[src/rtl/imm_extend_pipe_if.sv]
// Handshake bundle for imm_extend_pipe: the input channel (raw immediate plus
// mode and rotate) and the registered output channel.
interface imm_extend_pipe_if #(
    parameter int unsigned IN_W  = 8,
    parameter int unsigned OUT_W = 32,
    parameter int unsigned ROT_W = 4
);
    logic             in_valid;
    logic             in_ready;
    logic [IN_W-1:0]  in_imm;
    logic [1:0]       in_mode;
    logic [ROT_W-1:0] in_rot;
    logic             out_valid;
    logic             out_ready;
    logic [OUT_W-1:0] out_imm;

    // master: upstream producer / downstream consumer side
    modport master (
        output in_valid, in_imm, in_mode, in_rot, out_ready,
        input  in_ready, out_valid, out_imm
    );

    // slave: the extension unit
    modport slave (
        input  in_valid, in_imm, in_mode, in_rot, out_ready,
        output in_ready, out_valid, out_imm
    );
endinterface

[src/rtl/imm_extend_pipe.sv]
// Pipelined immediate extender: zero/sign extend, rotate-right by 2*rot, or
// sign extend shifted left by 2, behind a single valid/ready output register.
module imm_extend_pipe #(
    parameter int unsigned IN_W  = 8,
    parameter int unsigned OUT_W = 32,
    parameter int unsigned ROT_W = 4
) (
    input  logic              clk,
    input  logic              reset,
    imm_extend_pipe_if.slave  bus
);
    typedef enum logic [1:0] {
        MODE_ZEXT   = 2'b00,
        MODE_SEXT   = 2'b01,
        MODE_ROT    = 2'b10,
        MODE_SEXTSH = 2'b11
    } mode_e;

    logic             out_valid_q, out_valid_d;
    logic [OUT_W-1:0] out_imm_q, out_imm_d;

    logic             accept;
    logic [OUT_W-1:0] zext, sext, rot_res, ext_res;
    logic [2*OUT_W-1:0] rot_dbl;
    mode_e            mode;

    assign zext = {{(OUT_W-IN_W){1'b0}}, bus.in_imm};
    assign sext = {{(OUT_W-IN_W){bus.in_imm[IN_W-1]}}, bus.in_imm};

    // Rotate right by shifting a doubled copy; the low half is the rotation.
    assign rot_dbl = {zext, zext} >> {bus.in_rot, 1'b0};
    assign rot_res = rot_dbl[OUT_W-1:0];

    assign mode = mode_e'(bus.in_mode);

    always_comb begin
        ext_res = zext;
        unique case (mode)
            MODE_ZEXT:   ext_res = zext;
            MODE_SEXT:   ext_res = sext;
            MODE_ROT:    ext_res = rot_res;
            MODE_SEXTSH: ext_res = sext << 2;
            default:     ext_res = zext;
        endcase
    end

    assign bus.in_ready = !reset && (!out_valid_q || bus.out_ready);
    assign accept       = bus.in_valid && bus.in_ready;

    always_comb begin
        out_valid_d = out_valid_q;
        out_imm_d   = out_imm_q;
        if (accept) begin
            out_valid_d = 1'b1;
            out_imm_d   = ext_res;
        end else if (bus.out_ready) begin
            out_valid_d = 1'b0;
        end
    end

    always_ff @(posedge clk) begin
        if (reset) begin
            out_valid_q <= 1'b0;
            out_imm_q   <= '0;
        end else begin
            out_valid_q <= out_valid_d;
            out_imm_q   <= out_imm_d;
        end
    end

    assign bus.out_valid = out_valid_q;
    assign bus.out_imm   = out_imm_q;
endmodule

[src/flat_wrapper.sv]
// flat-port wrapper written by rule: the top's interface ports become plain ports
module imm_extend_pipe_flat 
#(
    parameter int unsigned IN_W  = 8,
    parameter int unsigned OUT_W = 32,
    parameter int unsigned ROT_W = 4
)
  (clk, reset, bus_in_valid, bus_in_imm, bus_in_mode, bus_in_rot, bus_out_ready, bus_in_ready, bus_out_valid, bus_out_imm);
  imm_extend_pipe_if #(.IN_W(IN_W), .OUT_W(OUT_W), .ROT_W(ROT_W)) bus_i ();
  input  logic clk;
  input  logic reset;
  input wire logic [$bits(bus_i.in_valid)-1:0] bus_in_valid;
  input wire logic [$bits(bus_i.in_imm)-1:0] bus_in_imm;
  input wire logic [$bits(bus_i.in_mode)-1:0] bus_in_mode;
  input wire logic [$bits(bus_i.in_rot)-1:0] bus_in_rot;
  input wire logic [$bits(bus_i.out_ready)-1:0] bus_out_ready;
  output wire logic [$bits(bus_i.in_ready)-1:0] bus_in_ready;
  output wire logic [$bits(bus_i.out_valid)-1:0] bus_out_valid;
  output wire logic [$bits(bus_i.out_imm)-1:0] bus_out_imm;
  assign bus_i.in_valid = bus_in_valid;
  assign bus_i.in_imm = bus_in_imm;
  assign bus_i.in_mode = bus_in_mode;
  assign bus_i.in_rot = bus_in_rot;
  assign bus_i.out_ready = bus_out_ready;
  assign bus_in_ready = bus_i.in_ready;
  assign bus_out_valid = bus_i.out_valid;
  assign bus_out_imm = bus_i.out_imm;
  imm_extend_pipe #(.IN_W(IN_W), .OUT_W(OUT_W), .ROT_W(ROT_W)) u_core (.clk(clk), .reset(reset), .bus(bus_i));
endmodule
[config.mk]
export PLATFORM = sky130hd
export DESIGN_NAME = imm_extend_pipe_flat
export DESIGN_NICKNAME = d
export VERILOG_FILES = /design/src/rtl/imm_extend_pipe_if.sv /design/src/rtl/imm_extend_pipe.sv /design/src/flat_wrapper.sv
export SDC_FILE = /design/constraint.sdc
export NUM_CORES = 1
export LEC_CHECK = 0
export CELL_PAD_IN_SITES_DETAIL_PLACEMENT = 1
export CELL_PAD_IN_SITES_GLOBAL_PLACEMENT = 2
export CORE_MARGIN = 1
export CORE_UTILIZATION = 28
export DETAILED_ROUTE_END_ITERATION = 12
export GPL_ROUTABILITY_DRIVEN = 0
export GPL_TIMING_DRIVEN = 0
export PLACE_DENSITY = 0.87
export SYNTH_ARGS = -nofsm -noshare
export SYNTH_HDL_FRONTEND = slang
export SYNTH_SLANG_ARGS = --single-unit
[constraint.sdc]
create_clock -name clk -period 2 [get_ports clk]
set_input_delay 0.3 -clock clk [delete_from_list [all_inputs] [get_ports clk]]
set_output_delay 0.3 -clock clk [all_outputs]
set_load 0.01 [all_outputs]
* Word level (Yosys, flattened, before mapping)
Index checks and enable logic that the tools add are counted.
** Word-level totals
- Flip-flop bits (word level) :: 33
- Bits of input ports :: 18
- Output and inout bits :: 34
** Operators by class
- Equal/unequal tests :: 3
- Shift operators :: 1
- Multiplexer cells :: 3
- Reduce and logical (&&, ||, !) cells :: 7
** Operators with widths (count)
- $pmux W32 S4 :: 1
- $shr A40 B5 Y32 :: 1
- $eq A2 B2 Y1 const B :: 2
- $eq A2 B1 Y1 const B :: 1
- $logic_and A1 B1 Y1 :: 2
- $logic_not A1 Y1 :: 2
- $logic_not A2 Y1 :: 1
- $mux W1 :: 2
- $reduce_bool A2 Y1 :: 1
- $logic_or A1 B1 Y1 :: 1

* Longest topological paths before layout
Gate-level depths: netlist of the first run.
- Depth in word-level cells :: 5
- Depth in mapped cells :: 6

* Worst setup path after synthesis of the first run
OpenSTA, ideal clock, no wires.
- Path type :: input-to-reg
- Start :: in bus_in_rot[0]
- End :: reg u_core.out_imm_q[1], in the netlist u_core.bus.out_imm[1]
- Data arrival time :: 1.277 ns
- Setup slack :: 0.600 ns
- Stages :: 5
- Buffers on the path :: 1
- Cell sequence :: buf_2 mux2i_1 mux2i_1 a221oi_1 nor2_1
** On the way
- Cells in the longest elaborated chain, start to end :: 2
** RTL lines
- start: declaration :: line flat_wrapper.sv:15 : input wire logic [$bits(bus_i.in_rot)-1:0] bus_in_rot;
- $shr A40 B5 Y32 :: line imm_extend_pipe.sv:31 : assign rot_dbl = {zext, zext} >> {bus.in_rot, 1'b0};
- $pmux W32 S4 :: line imm_extend_pipe.sv:38 : unique case (mode)
- end signal: assignment :: line imm_extend_pipe.sv:67 : out_imm_q <= out_imm_d;
- end: declaration :: line imm_extend_pipe.sv:20 : logic [OUT_W-1:0] out_imm_q, out_imm_d;
No other way between the ends.
A chain may end at the register's enable or synchronous reset.

* Worst setup path in the final report of the first run
- Start :: in bus_in_rot[2]
- End :: reg u_core.out_imm_q[7], in the netlist u_core.bus.out_imm[7]
Same word-level chain as after synthesis.

==> flow_summary.ini, run 1 <==
[final_layout]
finalNonFillerCells = 378
fin_nets = 319
utilization_pct = 40.2
syn_to_final_growth_pct = 37.4
antennaDiodeCount = 0
layout-drive-gt1-share_pct = 6.64

[logic_synthesis]
yosysTopAreaCellShare_pct = 35.4
synth_warnings = 0
yosysTopAreaCell = dfxtp_1
synth_seq_cells = 33
syn-cell-area_sq_um = 1870
synth_nets = 263
postSynthAreaPerCell_sq_um = 7.62
synthDistinctLibCells = 35
synth_cells = 245
yosys-top-cells-area = dfxtp_1 35%, a21oi_1 14%, mux2i_1 5.9%, o21ai_0 4.8%, nor2_1 4.4%
seq_area_frac_synth_pct = 35.4

[clocking]
clk_pin_slew_ns = 0.07
htree_levels = 2
tritoncts = yes
clk_latency_ns = 0.29
ctsHoldBuffers = 0
clock_path_buffers = 2
numCtsBuffers = 5
cts-root-buf = clkbuf_8
clock_sinks = 33

[grt]
grt_pass1_wl_mm = 11.2
grt_pass1_vias = 2168
grt_max_degree = 11
grt_util_all_layers_pct = 20.1
overflow = 0
antenna_found_initial = 0

[critical_path]
crit_arrival_ns = 2.10
start_kind = primary input
worstSetupPathType = primary input to flop
cp.required_ns = 2.19
endpoint_kind = flop
cp_max_fo = 10

[die]
dieArea_sq_um = 7000
dieWidth_microns = 83.7
core_area_sq_um = 6390
rows = 29
chipHeight_microns = 83.7
pin_count = 52
start_util_pct = 29.3

[outcome]
status = complete, no violations

[place]
dp_hpwl_mm = 5.01
placement.io_buffers = 49
dp.cells = 371

[timing]
period_needed_ns = 1.90
finalMaxSlewViolations = 0
grt_setup_unrepaired = false
relSlewSlack_pct = 56.4
period_share_pct = 95.1
worst_pin_slew_ns = 0.636
fin_skew_ns = 0.00415
whs_ns = 0.491
hold_viol = 0
timing.fmax_mhz = 526
setup_viol = 0

[routing]
wire_per_inst_microns = 17.8
drt_iter0_drc = 89
ant_nets = 0
dr_total_vias = 2086
vias_per_cell = 5.52
first_pass_iters = 4
routed_wirelength_mm = 6.74
drc = 0

[run]
cap_violations = 0

[pwr]
finalPower_uw = 1820
vdd_drop_max_mv = 0.364
power.density_nw_per_um2 = 710
leakagePower_uw = 0.000937

[hold_path]
hp-class = flop to flop
[cells in the final DEF, fill, tap and decap left out, types with 2 or more instances in the layout]
cell             synthesis  final
and4_1                   5      5
a211oi_1                 3      3
clkbuf_8                 0      5
nor3_1                   7      7
clkdlybuf4s50_1          0     48
a31oi_1                  5      5
a221oi_1                 3      3
nand3b_1                 7      7
a21boi_1                 2      2
o21ai_1                  5      5
nand3_1                  9      9
nor3b_1                  2      2
nor2_1                  22     22
o31ai_1                  3      3
buf_2                    7      7
nand2_1                 11     11
nand2b_1                 6      6
nor2b_1                  6      6
buf_4                    1      2
a21oi_1                 52     52
inv_1                    3      3
o21ai_0                 18     18
a32oi_1                  2      2
mux2i_1                 11     11
clkbuf_1                10      8
dfxtp_1                 33     33
a311oi_1                 2      2
[worst max-delay path, stage by stage]
cell,delay [ns]
clkdlybuf4s50_1,0.63
buf_4,0.24
inv_1,0.11
nor2_1,0.42
nand2_1,0.10
a311oi_1,0.29
[final timing paths]
check / startpoint / endpoint / depth (start not counted) / slack (ns)
worst min-delay path: u_core.bus.out_imm[17]$_SDFFE_PP0P_ / u_core.bus.out_imm[17]$_SDFFE_PP0P_ / 2 / 0.49
worst max register to register: u_core.bus.out_valid$_SDFFE_PP0P_ / u_core.bus.out_imm[3]$_SDFFE_PP0P_ / 5 / 0.50
worst max-delay path: bus_in_rot[2] / u_core.bus.out_imm[7]$_SDFFE_PP0P_ / 6 / 0.1
worst min register to register: u_core.bus.out_imm[17]$_SDFFE_PP0P_ / u_core.bus.out_imm[17]$_SDFFE_PP0P_ / 2 / 0.49
[power breakdown]
| group | internal, uW | switching [uW] |
|---|---|---|
| clock network | 362 | 259 |
| logic | 213 | 238 |
| registers | 718 | 32.2 |
[sequential cells by signal, summed over array words and instances (netlist names)]
register              count
u_core.bus.out_imm       32
u_core.bus.out_valid      1
[per-layer routing]
metal | GRT usage, % | vias to the layer above | wire length [microns]
met2 | 32.3 | 56 | 3130
met3 | 3.96 | 11 | 355
met4 | 7.70 | 0 | 114
met5 | 0 | - | 0
li1 | - | 1014 | -
met1 | 26.6 | 1005 | 3130
[timing repair]
action | 4_1_cts | 5_1_grt
gates resized for setup | 2 | 4
buffers inserted | 0 | 0
endpoints found under the setup margin | 1 | 2
pin swaps | 0 | 0
endpoints found under the hold margin | 0 | 0
[kinds of logic (layout without fill, tap and decap cells)]
family                 count (synthesis)  count (layout)  synth area share [%]
AND/OR/NAND/NOR                       81              81                  23.8
multiplexers                          11              11                  5.89
AO/OA/AOI/OAI                         99              99                  30.0
buffers and inverters                 21              77                  4.89
flip-flops                            33              33                  35.4
[cell type report]
class | count | area, sq um
timing repair buffer | 49 | 493
fill | 794 | 3820
clock buffer | 5 | 68.8
buffer | 18 | 85.1
clock inverter | 2 | 35.0
sequential | 33 | 661
tap | 77 | 96.3
inverter | 3 | 11.3
multi-input combinational | 191 | 1120
[cell usage after synthesis (all sizes together)]
library cell / number
a21oi: 52
and2b: 1
nor3: 8
a221oi: 3
clkbuf: 10
a31oi: 5
a41o: 1
a32oi: 2
a211oi: 3
o21ai: 23
nand3: 9
and3: 1
nor2: 22
nand3b: 7
nand2: 11
or4b: 1
dfxtp: 33
o211ai: 1
mux2i: 11
buf: 8
nor3b: 3
inv: 3
a311oi: 2
a22oi: 1
nor2b: 7
and4: 5
nand2b: 6
o31ai: 3
a21boi: 3
[metrics by stage]
step | TNS, ns | cell area, sq um | setup WS (ns)
after floorplan | 0 | 1870 | 0.600
after global placement | -1.48 | 2450 | -0.177
after detailed placement | -1.70 | 2450 | -0.206
after CTS | 0 | 2560 | 0.00128
after global routing | 0 | 2570 | 0.00163
final | 0 | 2570 | 0.0989
Note: power is estimated with default switching activity, not from simulation.
==> run 2, diff against run 1 <==
--- a/config.mk
+++ b/config.mk
@@ -7,7 +7,6 @@
 export LEC_CHECK = 0
 export CELL_PAD_IN_SITES_DETAIL_PLACEMENT = 1
 export CELL_PAD_IN_SITES_GLOBAL_PLACEMENT = 2
-export CORE_MARGIN = 1
 export CORE_UTILIZATION = 28
 export DETAILED_ROUTE_END_ITERATION = 12
 export GPL_ROUTABILITY_DRIVEN = 0
==> results of run 2 <==
No change in the layout: final DEF, timing and power equal those of run 1.
